## src/rtl/riscv_imem_loader_pkg.sv

```systemverilog
// Shared definitions for the imem loader: state encoding, byte-index width and
// small state-classification helpers used to derive the registered outputs.
package riscv_imem_loader_pkg;

   localparam int unsigned BYTE_W     = 8;
   localparam int unsigned BYTE_IDX_W = 2;
   localparam int unsigned PACK_W     = 32;

   typedef enum logic [2:0] {
      LDR_IDLE  = 3'd0,
      LDR_LEN   = 3'd1,
      LDR_DATA  = 3'd2,
      LDR_WRITE = 3'd3,
      LDR_DONE  = 3'd4,
      LDR_ERR   = 3'd5,
      LDR_CHK   = 3'd6
   } ldr_state_e;

   // States in which the byte stream is open
   function automatic logic ldr_takes_bytes(input ldr_state_e s);
      return (s == LDR_LEN) || (s == LDR_DATA) || (s == LDR_CHK);
   endfunction

   // States that make up an in-progress load
   function automatic logic ldr_is_busy(input ldr_state_e s);
      return (s == LDR_LEN) || (s == LDR_DATA) || (s == LDR_WRITE) || (s == LDR_CHK);
   endfunction

endpackage

```

## src/rtl/riscv_imem_loader_if.sv

```systemverilog
// Byte-stream input and imem write-port bundle of the loader.
//   i_byte_valid/i_byte_data/o_byte_ready : host byte stream
//   o_imem_wr_en/o_imem_wr_addr/o_imem_wr_data : imem write port (word address)
// master: the loader side; slave: the host / memory side.
interface riscv_imem_loader_if #(
   parameter int unsigned XLEN          = 32,
   parameter int unsigned IMEM_ADDR_BIT = 12
);
   logic                     i_byte_valid;
   logic [7:0]               i_byte_data;
   logic                     o_byte_ready;
   logic                     o_imem_wr_en;
   logic [IMEM_ADDR_BIT-3:0] o_imem_wr_addr;
   logic [XLEN-1:0]          o_imem_wr_data;

   modport master (
      input  i_byte_valid, i_byte_data,
      output o_byte_ready, o_imem_wr_en, o_imem_wr_addr, o_imem_wr_data
   );

   modport slave (
      output i_byte_valid, i_byte_data,
      input  o_byte_ready, o_imem_wr_en, o_imem_wr_addr, o_imem_wr_data
   );
endinterface

```

## src/rtl/riscv_byte_packer.sv

```systemverilog
// Little-endian 4-byte assembler. The first accepted byte lands in bits [7:0].
//   clk, rst_n     : clock, async active-low reset
//   i_clr          : restart at byte index 0
//   i_byte_en      : byte accepted this cycle
//   i_byte_data    : byte value
//   o_word_c       : assembled word, valid when o_word_done_c is high
//   o_word_done_c  : the 4th byte of a word is being accepted this cycle
module riscv_byte_packer
   import riscv_imem_loader_pkg::*;
(
   input  logic              clk,
   input  logic              rst_n,
   input  logic              i_clr,
   input  logic              i_byte_en,
   input  logic [BYTE_W-1:0] i_byte_data,
   output logic [PACK_W-1:0] o_word_c,
   output logic              o_word_done_c
);

   localparam int unsigned ACC_W = PACK_W - BYTE_W;

   logic [BYTE_IDX_W-1:0] idx_q, idx_d;
   logic [ACC_W-1:0]      acc_q, acc_d;

   // Lower three bytes come from the shift register, the top byte is the live one
   assign o_word_c      = {i_byte_data, acc_q};
   assign o_word_done_c = i_byte_en && (idx_q == BYTE_IDX_W'(3));

   // Shift new bytes in from the top so the oldest ends up in the low byte
   always_comb begin
      idx_d = idx_q;
      acc_d = acc_q;
      if (i_clr) begin
         idx_d = '0;
         acc_d = '0;
      end else if (i_byte_en) begin
         idx_d = idx_q + BYTE_IDX_W'(1);
         acc_d = {i_byte_data, acc_q[ACC_W-1:BYTE_W]};
      end
   end

   always_ff @(posedge clk or negedge rst_n) begin
      if (!rst_n) begin
         idx_q <= '0;
         acc_q <= '0;
      end else begin
         idx_q <= idx_d;
         acc_q <= acc_d;
      end
   end

endmodule

```

## src/rtl/riscv_imem_loader.sv

```systemverilog
// Instruction-memory loader: receives a 4-byte word count N followed by N
// little-endian words, writes them to imem at word addresses 0..N-1 and holds
// the core in reset until the load completes.
//   i_clk, i_rstn  : clock, async active-low reset
//   i_load_start   : start pulse (honoured in IDLE, DONE, ERR)
//   bus            : byte stream in, imem write port out
//   o_core_rstn    : core reset, released only in DONE
//   o_busy/o_done/o_err : load status (done/err sticky until next start)
// Build option RISCV_IMEM_LOADER_CHKSUM_EN adds a trailing XOR checksum byte.
module riscv_imem_loader
   import riscv_imem_loader_pkg::*;
#(
   parameter int unsigned XLEN          = 32,
   parameter int unsigned IMEM_ADDR_BIT = 12
) (
   input  logic                        i_clk,
   input  logic                        i_rstn,
   input  logic                        i_load_start,
   riscv_imem_loader_if.master         bus,
   output logic                        o_core_rstn,
   output logic                        o_busy,
   output logic                        o_done,
   output logic                        o_err
);

   localparam int unsigned ADDR_W = IMEM_ADDR_BIT - 2;
   localparam int unsigned CNT_W  = ADDR_W + 1;
   localparam logic [XLEN-1:0] DEPTH = XLEN'(1) << ADDR_W;

`ifdef RISCV_IMEM_LOADER_CHKSUM_EN
   localparam ldr_state_e LDR_FIN = LDR_CHK;
`else
   localparam ldr_state_e LDR_FIN = LDR_DONE;
`endif

   ldr_state_e          state_q, state_d;
   logic [CNT_W-1:0]    n_q, n_d;
   logic [CNT_W-1:0]    cnt_q, cnt_d;
   logic [ADDR_W-1:0]   addr_q, addr_d;
   logic [XLEN-1:0]     wr_data_q, wr_data_d;
   logic                ready_q, ready_d;
   logic                wr_en_q, wr_en_d;
   logic                core_rstn_q, core_rstn_d;
   logic                busy_q, busy_d;
   logic                done_q, done_d;
   logic                err_q, err_d;
`ifdef RISCV_IMEM_LOADER_CHKSUM_EN
   logic [BYTE_W-1:0]   chk_q, chk_d;
`endif

   logic                accept_c;
   logic                pk_clr_c;
   logic                pk_en_c;
   logic [PACK_W-1:0]   word_c;
   logic                word_done_c;

   assign accept_c = bus.i_byte_valid && ready_q;
   assign pk_en_c  = accept_c && ((state_q == LDR_LEN) || (state_q == LDR_DATA));

   riscv_byte_packer u_packer (
      .clk           (i_clk),
      .rst_n         (i_rstn),
      .i_clr         (pk_clr_c),
      .i_byte_en     (pk_en_c),
      .i_byte_data   (bus.i_byte_data),
      .o_word_c      (word_c),
      .o_word_done_c (word_done_c)
   );

   // Next state, counters, and registered outputs derived from the next state
   always_comb begin
      state_d   = state_q;
      n_d       = n_q;
      cnt_d     = cnt_q;
      addr_d    = addr_q;
      wr_data_d = wr_data_q;
      pk_clr_c  = 1'b0;
`ifdef RISCV_IMEM_LOADER_CHKSUM_EN
      chk_d     = chk_q;
`endif

      case (state_q)
         LDR_IDLE, LDR_DONE, LDR_ERR: begin
            if (i_load_start) begin
               state_d  = LDR_LEN;
               n_d      = '0;
               cnt_d    = '0;
               addr_d   = '0;
               pk_clr_c = 1'b1;
`ifdef RISCV_IMEM_LOADER_CHKSUM_EN
               chk_d    = '0;
`endif
            end
         end
         LDR_LEN: begin
            if (word_done_c) begin
               n_d = CNT_W'(word_c);
               if (word_c == '0)        state_d = LDR_FIN;
               else if (word_c > DEPTH) state_d = LDR_ERR;
               else                     state_d = LDR_DATA;
            end
         end
         LDR_DATA: begin
`ifdef RISCV_IMEM_LOADER_CHKSUM_EN
            if (accept_c) chk_d = chk_q ^ bus.i_byte_data;
`endif
            if (word_done_c) begin
               wr_data_d = word_c;
               state_d   = LDR_WRITE;
            end
         end
         LDR_WRITE: begin
            // Address and data stay put during the strobe; advance afterwards
            addr_d  = addr_q + ADDR_W'(1);
            cnt_d   = cnt_q + CNT_W'(1);
            state_d = (cnt_d == n_q) ? LDR_FIN : LDR_DATA;
         end
`ifdef RISCV_IMEM_LOADER_CHKSUM_EN
         LDR_CHK: begin
            if (accept_c) state_d = (bus.i_byte_data == chk_q) ? LDR_DONE : LDR_ERR;
         end
`endif
         default: state_d = LDR_IDLE;
      endcase

      ready_d     = ldr_takes_bytes(state_d);
      wr_en_d     = (state_d == LDR_WRITE);
      core_rstn_d = (state_d == LDR_DONE);
      busy_d      = ldr_is_busy(state_d);
      done_d      = (state_d == LDR_DONE);
      err_d       = (state_d == LDR_ERR);
   end

   always_ff @(posedge i_clk or negedge i_rstn) begin
      if (!i_rstn) begin
         state_q     <= LDR_IDLE;
         n_q         <= '0;
         cnt_q       <= '0;
         addr_q      <= '0;
         wr_data_q   <= '0;
         ready_q     <= 1'b0;
         wr_en_q     <= 1'b0;
         core_rstn_q <= 1'b0;
         busy_q      <= 1'b0;
         done_q      <= 1'b0;
         err_q       <= 1'b0;
`ifdef RISCV_IMEM_LOADER_CHKSUM_EN
         chk_q       <= '0;
`endif
      end else begin
         state_q     <= state_d;
         n_q         <= n_d;
         cnt_q       <= cnt_d;
         addr_q      <= addr_d;
         wr_data_q   <= wr_data_d;
         ready_q     <= ready_d;
         wr_en_q     <= wr_en_d;
         core_rstn_q <= core_rstn_d;
         busy_q      <= busy_d;
         done_q      <= done_d;
         err_q       <= err_d;
`ifdef RISCV_IMEM_LOADER_CHKSUM_EN
         chk_q       <= chk_d;
`endif
      end
   end

   assign bus.o_byte_ready   = ready_q;
   assign bus.o_imem_wr_en   = wr_en_q;
   assign bus.o_imem_wr_addr = addr_q;
   assign bus.o_imem_wr_data = wr_data_q;
   assign o_core_rstn        = core_rstn_q;
   assign o_busy             = busy_q;
   assign o_done             = done_q;
   assign o_err              = err_q;

endmodule

```

## src/flat_wrapper.sv

```systemverilog
// flat-port wrapper written by rule: the top's interface ports become plain ports
module riscv_imem_loader_flat import riscv_imem_loader_pkg::*;
#(
   parameter int unsigned XLEN          = 32,
   parameter int unsigned IMEM_ADDR_BIT = 12
)
  (i_clk, i_rstn, i_load_start, o_core_rstn, o_busy, o_done, o_err, bus_i_byte_valid, bus_i_byte_data, bus_o_byte_ready, bus_o_imem_wr_en, bus_o_imem_wr_addr, bus_o_imem_wr_data);
  riscv_imem_loader_if #(.XLEN(XLEN), .IMEM_ADDR_BIT(IMEM_ADDR_BIT)) bus_i ();
  input  logic i_clk;
  input  logic i_rstn;
  input  logic i_load_start;
  output logic o_core_rstn;
  output logic o_busy;
  output logic o_done;
  output logic o_err;
  input wire logic [$bits(bus_i.i_byte_valid)-1:0] bus_i_byte_valid;
  input wire logic [$bits(bus_i.i_byte_data)-1:0] bus_i_byte_data;
  output wire logic [$bits(bus_i.o_byte_ready)-1:0] bus_o_byte_ready;
  output wire logic [$bits(bus_i.o_imem_wr_en)-1:0] bus_o_imem_wr_en;
  output wire logic [$bits(bus_i.o_imem_wr_addr)-1:0] bus_o_imem_wr_addr;
  output wire logic [$bits(bus_i.o_imem_wr_data)-1:0] bus_o_imem_wr_data;
  assign bus_i.i_byte_valid = bus_i_byte_valid;
  assign bus_i.i_byte_data = bus_i_byte_data;
  assign bus_o_byte_ready = bus_i.o_byte_ready;
  assign bus_o_imem_wr_en = bus_i.o_imem_wr_en;
  assign bus_o_imem_wr_addr = bus_i.o_imem_wr_addr;
  assign bus_o_imem_wr_data = bus_i.o_imem_wr_data;
  riscv_imem_loader #(.XLEN(XLEN), .IMEM_ADDR_BIT(IMEM_ADDR_BIT)) u_core (.i_clk(i_clk), .i_rstn(i_rstn), .i_load_start(i_load_start), .bus(bus_i), .o_core_rstn(o_core_rstn), .o_busy(o_busy), .o_done(o_done), .o_err(o_err));
endmodule
```

## config.mk

```make
export PLATFORM = sky130hd
export DESIGN_NAME = riscv_imem_loader_flat
export DESIGN_NICKNAME = d
export VERILOG_FILES = /design/src/rtl/riscv_imem_loader_pkg.sv /design/src/rtl/riscv_imem_loader_if.sv /design/src/rtl/riscv_byte_packer.sv /design/src/rtl/riscv_imem_loader.sv /design/src/flat_wrapper.sv
export SDC_FILE = /design/constraint.sdc
export NUM_CORES = 1
export LEC_CHECK = 0
export CORE_MARGIN = 3
export CORE_UTILIZATION = 35
export DETAILED_ROUTE_END_ITERATION = 8
export GPL_ROUTABILITY_DRIVEN = 0
export HOLD_SLACK_MARGIN = 0.03
export PLACE_DENSITY = 0.63
export REMOVE_ABC_BUFFERS = 1
export SLEW_MARGIN = 20
export SYNTH_ARGS = -nofsm -noshare
export SYNTH_HDL_FRONTEND = slang
export SYNTH_SLANG_ARGS = --single-unit
export TNS_END_PERCENT = 1
```

## constraint.sdc

```tcl
create_clock -name i_clk -period 4 [get_ports i_clk]
set_input_delay 0.6 -clock i_clk [delete_from_list [all_inputs] [get_ports i_clk]]
set_output_delay 0.6 -clock i_clk [all_outputs]
set_load 0.01 [all_outputs]
```

==> impl_metrics.json <==
{
  "synth_top_area_share_pct": 55.6,
  "wl_um": 9570,
  "grt_max_degree": 54,
  "drtIter0Drc": 157,
  "maxCapViolCount": 0,
  "p_total_uw": 3050,
  "ctsHoldBuffers": 0,
  "yosysTopAreaCell": "dfrtp_1",
  "ios": 60,
  "std_cell_rows": 40,
  "instances_no_fill": 658,
  "insertion_delay_ns": 0.35,
  "syn_area_per_cell_um2": 10.2,
  "setup_viol": 0,
  "cp_data_required_time_ns": 4.20,
  "area_delta_synth_final_pct": 23.6,
  "p_sw_share_pct": 35.8,
  "grt_pass1_wl_um": 16400,
  "synthesis.area_mm2": 0.00441,
  "portBuffers": 59,
  "cts_tree": "done",
  "initial_core_util_pct": 36.3,
  "synth_cells": 433,
  "max_freq_mhz": 416,
  "cp-end-kind": "flop",
  "die_w_um": 118,
  "arrival_ns": 2.61,
  "dieArea_mm2": 0.0140,
  "peakVddDrop_v": 0.000290,
  "slew_violations": 0,
  "clk_transition_reported_paths_ns": 0.07,
  "maxSlewHeadroom_pct": 55.6,
  "synth_cell_types": 40,
  "fillers": 1150,
  "fin_crit_sh_pct": 60.1,
  "cts-root-buf": "clkbuf_16",
  "worstSetupPathType": "input port to flop",
  "cts_setup_buffers": 0,
  "pwr-share-clk_pct": 27.1,
  "core_mm2": 0.0122,
  "hold_viol_final": 0,
  "leakage_uw": 0.00236,
  "via_per_inst": 5.02,
  "n_antenna_cell": 0,
  "wl_per_cell_um": 14.5,
  "start_kind": "input port",
  "antenna_found_initial": 0,
  "holdCritPathClass": "input port to asynchronous set/reset pin",
  "grt-ovfl-total": 0,
  "final_common_cell": "dfrtp_1",
  "seqPwrFrac_pct": 45.8,
  "die_h_um": 118,
  "cp_max_fo": 4,
  "seq_area_frac_synth_pct": 55.6,
  "num_vias": 3303,
  "dpl-instance-area_mm2": 0.00517,
  "final_antenna_net_count": 0,
  "cts_resized": 0,
  "first_pass_iters": 6,
  "status": "finished clean",
  "clk_path_buf_depth": 2,
  "power.density_mw_per_mm2": 559,
  "post-route-min-period_ns": 2.41,
  "p_comb_share_pct": 27.1,
  "track_usage_pct": 14.2,
  "synth_ff_type": "dfrtp_1",
  "design_area_mm2": 0.00545,
  "timing.setup.tns_ns": 0,
  "ys_seq_elements": 98,
  "synth-async-reset-ratio_pct": 100,
  "ys_warn_count": 0,
  "p_int_uw": 1960,
  "h-tree-depth": 3,
  "cts_made_buffers": 9,
  "final_cell_mix": "dfrtp_1, nand2_1, o21ai_0",
  "grt_pass1_vias": 3348,
  "placed_cells": 642,
  "grt_setup_unrepaired": "false",
  "nets": 500,
  "synth_edf_count": 0,
  "netlist_top_cells_area": "dfrtp_1, mux2_2, nand2_1, o21ai_0, xnor2_1",
  "finalClockSkew_ns": 0.00759,
  "drive_gt1_share_pct": 12.9,
  "switchingPower_uw": 1090,
  "dp_hpwl_um": 6600,
  "drc": 0,
  "tightestPinTransition_ns": 0.664,
  "cts_sinks": 98
}
## metal layers
| layer | GRT usage, % | up-vias | share of wire (%) |
|---|---|---|---|
| met5 | 0 | - | 0 |
| met4 | 3.96 | 0 | 1.5 |
| met3 | 4.88 | 15 | 5.5 |
| met2 | 22.4 | 73 | 47 |
| met1 | 18.5 | 1599 | 46 |
| li1 | - | 1616 | - |
## path summary, 6_finish.rpt
check                           cells past startpoint                    startpoint  slack (ns)                      endpoint
worst max-delay path                                7            bus_i_byte_data[0]        1.59       u_core.bus.o_byte_ready
worst min-delay path                                1                        i_rstn        0.28               u_core.cnt_q[1]
worst max register to register                      7               u_core.cnt_q[0]        1.61            u_core.o_core_rstn
worst min register to register                      1  u_core.bus.o_imem_wr_addr[9]        0.49  u_core.bus.o_imem_wr_addr[9]
max in group asynchronous                           2                        i_rstn        2.93               u_core.cnt_q[8]
min in group i_clk                                  1  u_core.bus.o_imem_wr_addr[9]        0.49  u_core.bus.o_imem_wr_addr[9]
## synthesized netlist by cell type (4+ instances only)
library cell	instances
and3_1	4
clkbuf_1	22
dfrtp_1	98
nand3_1	15
a21oi_1	4
o21ai_0	66
nor3_1	10
xor2_1	5
nor4_1	7
nor2_1	19
mux2_2	34
xnor2_1	12
nand2_1	91
nand4_1	5
## worst max-delay path, stage by stage
cell             delay, ns
clkdlybuf4s50_1       0.45
nor4_1                0.42
nand3_1               0.19
nor3_1                0.33
o21ai_0               0.22
nor3b_1               0.30
a211oi_1              0.09
## metrics by stage
| step | utilization (%) | hold WS [ns] | setup WS [ns] |
|---|---|---|---|
| finish | 44.8 | 0.281 | 1.59 |
| global placement | 42.5 | 0.477 | 1.21 |
| CTS | 44.8 | 0.312 | 1.57 |
| detailed placement | 42.5 | 0.483 | 1.21 |
| global route | 44.8 | 0.332 | 1.38 |
| floorplan | - | 0.304 | 0.464 |
## cell families after synthesis
logic type	synth area share (%)
buf+inv	2.21
compound gates	11.6
mux	9.35
simple gates	17.1
fa+ha+maj	0.850
flops	55.6
xor+xnor	3.37
## power by group through the flow
stage / registers [uW] / logic, uW / clock network (uW)
2_1_floorplan: 1370 / 544 / 0
3_3_place_gp: 1410 / 804 / 0
3_5_place_dp: 1420 / 834 / 0
4_1_cts: 1400 / 839 / 854
5_1_grt: 1430 / 947 / 890
6_report: 1400 / 826 / 826
## state kept, by name, indices dropped and copies added, names as in the netlist
register,flops
u_core.o_busy,1
u_core.bus.o_imem_wr_addr,10
u_core.bus.o_imem_wr_en,1
u_core.cnt_q,11
u_core.u_packer.idx_q,2
u_core.state_q,3
u_core.o_err,1
u_core.u_packer.acc_q,24
u_core.bus.o_imem_wr_data,32
u_core.bus.o_byte_ready,1
u_core.o_core_rstn,1
u_core.n_q,11
## cell type report
class,count,area [um2],area share (%)
Sequential cell,98,2450,45.0
Multi-Input combinational cell,310,1870,34.4
Timing Repair Buffer,64,626,11.5
Clock buffer,9,225,4.13
Tap cell,168,210,3.85
Clock inverter,7,58.8,1.08
Inverter,2,7.51,0.138
No activity file was read; power rests on OpenSTA's default activity.
